$ cat src/rtl/encoder8_pkg.sv
// Shared constants and index type for the 8-to-3 pending encoder.
// Used by: prio_enc8, encoder8_to_3_pending.
package encoder8_pkg;

  localparam int N_IN  = 8;
  localparam int IDX_W = 3;

  typedef logic [IDX_W-1:0] idx_t;

  function automatic logic [N_IN-1:0] onehot(idx_t i);
    logic [N_IN-1:0] v;
    v    = '0;
    v[i] = 1'b1;
    return v;
  endfunction

endpackage

$ cat src/rtl/prio_enc8.sv
// Combinational 8-bit priority encoder.
// vec in; high_first selects MSB or LSB priority; idx/found out.
module prio_enc8
  import encoder8_pkg::*;
(
  input  logic [N_IN-1:0] vec,
  input  logic            high_first,
  output idx_t            idx,
  output logic            found
);

  // Last match in scan order wins, so scan
  // upward for MSB priority, downward for LSB.
  always_comb begin
    idx   = '0;
    found = |vec;
    if (high_first) begin
      for (int i = 0; i < N_IN; i++)
        if (vec[i]) idx = idx_t'(i);
    end else begin
      for (int i = N_IN - 1; i >= 0; i--)
        if (vec[i]) idx = idx_t'(i);
    end
  end

endmodule

$ cat src/rtl/encoder8_to_3_pending.sv
// Sticky-pending 8-to-3 request encoder with valid/ready output.
// clk/rst_n, en/req capture, out/out_valid/out_ready, pend/any_pend/dup.
module encoder8_to_3_pending
  import encoder8_pkg::*;
#(
  parameter bit HIGH_FIRST = 1'b1
) (
  input  logic            clk,
  input  logic            rst_n,
  input  logic            en,
  input  logic [N_IN-1:0] req,
  output idx_t            out,
  output logic            out_valid,
  input  logic            out_ready,
  output logic [N_IN-1:0] pend,
  output logic            any_pend,
  output logic            dup
);

  idx_t            sel;
  logic            found;
  logic            take;
  logic            load;
  logic [N_IN-1:0] clr;
  logic [N_IN-1:0] cap;
  logic            dup_nx;

  prio_enc8 u_prio (
    .vec       (pend),
    .high_first(HIGH_FIRST),
    .idx       (sel),
    .found     (found)
  );

  assign take     = out_valid & out_ready;
  assign load     = (~out_valid | take) & found;
  assign clr      = load ? onehot(sel) : '0;
  assign cap      = en ? req : '0;
  assign any_pend = |pend;

  // A bit leaving pend this cycle and re-requested
  // is a fresh request, not a duplicate.
  assign dup_nx = (|(cap & pend & ~clr))
                | (out_valid & ~take & cap[out]);

  always_ff @(posedge clk or negedge rst_n) begin
    if (!rst_n) begin
      pend      <= '0;
      out       <= '0;
      out_valid <= 1'b0;
      dup       <= 1'b0;
    end else begin
      pend <= (pend & ~clr) | cap;
      dup  <= dup_nx;
      if (load) begin
        out       <= sel;
        out_valid <= 1'b1;
      end else if (take) begin
        out       <= '0;
        out_valid <= 1'b0;
      end
    end
  end

endmodule
$ cat config.mk
export PLATFORM = sky130hd
export DESIGN_NAME = encoder8_to_3_pending
export DESIGN_NICKNAME = d
export VERILOG_FILES = /design/src/rtl/encoder8_pkg.sv /design/src/rtl/prio_enc8.sv /design/src/rtl/encoder8_to_3_pending.sv
export SDC_FILE = /design/constraint.sdc
export NUM_CORES = 1
export LEC_CHECK = 0
export BUFFER_PORTS_ARGS = -buffer_cell sky130_fd_sc_hd__buf_2
export CAP_MARGIN = 20
export CORE_UTILIZATION = 48
export CTS_BUF_LIST = sky130_fd_sc_hd__clkbuf_16
export DETAILED_ROUTE_END_ITERATION = 6
export GPL_ROUTABILITY_DRIVEN = 1
export HOLD_SLACK_MARGIN = 0.12
export PLACE_DENSITY = 0.83
export SYNTH_ARGS = -nofsm -noshare
export SYNTH_HDL_FRONTEND = slang
export SYNTH_SLANG_ARGS = --single-unit
$ cat constraint.sdc
create_clock -name clk -period 2.5 [get_ports clk]
set_clock_uncertainty 0.2 [all_clocks]
set_input_delay 0 -clock clk [delete_from_list [all_inputs] [get_ports clk]]
set_output_delay 0 -clock clk [all_outputs]
set_load 0.02 [all_outputs]
==> metrics.yaml <==
outcome:
  outcome: "completed"
global_route:
  grt_max_degree: 15
  grt_pass1_wl_um: 3840
  grt_pass1_vias: 839
  overflow: 0
  antenna_found_initial: 0
  track_usage: 0.292
critical_path:
  cp.required_ns: 2.42
  critPathBufInv: 1
  cp-end-kind: "register"
  crit_arrival_ns: 2.22
  cpMaxStageDelayCell: "or4_4"
  crit_family: "simple AND/OR/NAND/NOR gates"
  crit_path_start_kind: "register"
  crit_type: "register to register"
  slowest_delay_ns: 0.65
  crit_fanout: 9
  worstPathCellList: "or4_4 > nor3_1 > o21ai_0 > dlygate4sd3_1"
logic_synthesis:
  yosysUniqueCellTypes: 34
  seq_area_frac_synth: 0.419
  synth-main-ff-cell: "dfrtp_1"
  yosys.area_share.xor_xnor: 0
  async_flop_share: 1.00
  synth-compound-area-share: 0.260
  syn_area_per_cell_um2: 9.13
  syn_nets: 97
  synth_edf_count: 0
  synth_top_family_by_area: "compound AO/OA/AOI/OAI gates"
  yosysWarnings: 0
  netlist_area_um2: 776
  ys_seq_elements: 13
  synth_mux_area_frac: 0.0258
  yosys.area_share.simple: 0.226
  yosys.area.top_type: "dfrtp_1"
  synthCells: 85
  synth_fa_ha_area_frac: 0
  synth_top_area_frac: 0.419
  synth_area_leaders: "dfrtp_1 (42%), nand2_1 (4.8%), nand4_1 (4.8%), a21oi_1 (3.2%), a22oi_1 (2.9%)"
routing:
  routedWlPerCell_um: 16.9
  antenna_left: 0
  finalWirelength_um: 2450
  drt_iter0_markers: 47
  vias: 915
  drc: 0
  drt_pass1_iterations: 4
  routed_via_density: 6.31
clocking:
  clock_latency_ns: 0.24
  cts_sinks: 13
  cts_root_buffer: "clkbuf_16"
  hold_buffers: 20
  cts_buffer_depth: 2
  path_clk_slew_ns: 0.05
  htreeDepth: 1
  cts_tree: "done"
  cts_buffers: 3
  cts_resized: 0
  post_cts_buffers: 0
placed_design:
  dp.cells: 121
  place_ws_ns: 0.469
  place_area_um2: 890
  dpl.hpwl_um: 1400
  port-buffer-count: 25
  place.gp.congestion: 0.836
sta:
  min_period_ns: 2.29
  max_slew_margin: 0.581
  slew_viol_final: 0
  setup_viol: 0
  hold_viol: 0
  fin_ws_ns: 0.206
  grt_setup_unrepaired: "false"
  clock.fmax_ghz: 0.436
  tns_ns: 0
  post-route-period-util: 0.918
  tightestPinTransition_ns: 0.627
cells_and_area:
  nFillCells: 99
  stdcell_area_um2: 1170
  fin_nets: 142
  seq_area_um2: 325
  antenna_cells: 0
  final_layout_size_suffix_gt1_frac: 0.279
  multi_input_area_um2: 397
  stdcell_count: 145
  mostFrequentLayoutCells: "buf_2 (25), dlygate4sd3_1 (20), dfrtp_1 (13)"
  mostFrequentLayoutCell: "buf_2"
  area_growth_pct: 50.6
floorplanning:
  die_area_um2: 1780
  num_rows: 14
  fp.coreArea_um2: 1510
  io_pins: 26
  die_h_um: 42.2
  die_w_um: 42.2
  initial_utilization: 0.515
power_and_ir_drop:
  powerDensity_nw_per_um2: 612
  total_leakage_power_nw: 0.495
  ir_drop_v: 0.000428
  total_power_uw: 715
min_path:
  hold_class: "register to register"
job:
  max_cap_viol_count: 0
==> metal layers <==
metal | track usage | vias to the layer above | share of wire
met5 | 0 | - | 0
met4 | 0.194 | 0 | 0.033
met3 | 0.0517 | 11 | 0.078
met2 | 0.446 | 60 | 0.47
met1 | 0.374 | 438 | 0.42
li1 | - | 406 | -
==> flip-flops by register name, indices dropped and copies added (netlist names) <==
register,flops
dup,1
pend,8
out,3
out_valid,1
==> stage by stage <==
stage | utilization | hold slack (ns)
after floorplan | - | -0.496
after detailed placement | 0.591 | -0.299
after global routing | 0.776 | 0.379
after CTS | 0.776 | 0.361
after global placement | 0.591 | -0.303
final | 0.776 | 0.359
==> worst reg2reg max path: stages (launching register included) <==
cell           delay [ns]
dfrtp_1              0.46
or4_4                0.65
nor3_1               0.22
o21ai_0              0.09
dlygate4sd3_1        0.56
==> final cells by class <==
cell class | instances | share of cell area
clock buffer | 3 | 0.0642
clock inverter | 1 | 0.00321
inverter | 4 | 0.0128
multi-input combinational | 62 | 0.339
sequential | 13 | 0.278
tap | 16 | 0.0171
timing repair buffer | 46 | 0.285
==> report_power, final <==
group          internal (mW)  total [mW]  switching (mW)
clock network          0.211       0.304          0.0928
logic                 0.0702       0.151          0.0812
registers              0.228       0.260          0.0317
total                  0.509       0.715           0.206
==> path summary, 6_finish.rpt <==
kind / from / to / slack [ns] / cells after the start
min in group asynchronous: rst_n / pend[6] / 0.63 / 3
worst min-delay path: out_valid / out[1] / 0.36 / 1
max in group asynchronous: rst_n / pend[4] / 1.08 / 3
worst max-delay path: pend[7] / pend[2] / 0.21 / 4
worst max register to register: pend[7] / pend[2] / 0.21 / 4
worst min register to register: out_valid / out[1] / 0.36 / 1
==> cell families (layout without fill, tap and decap cells) <==
logic type,Yosys count,after routing
AOI/OAI and AO/OA,29,29
DFF,13,13
buffers and inverters,10,54
muxes,2,2
and+or+nand+nor,31,31
==> synthesized netlist by cell type (3+ instances only) <==
master and count:
dfrtp_1 13, nand2_1 10, nand4_1 6, a21oi_1 5
nor2_1 4, o21ai_0 4, a22oi_1 3, inv_1 3
nor2b_1 3, o21ai_1 3, o31ai_1 3
Note: power is estimated with default switching activity, not from simulation.
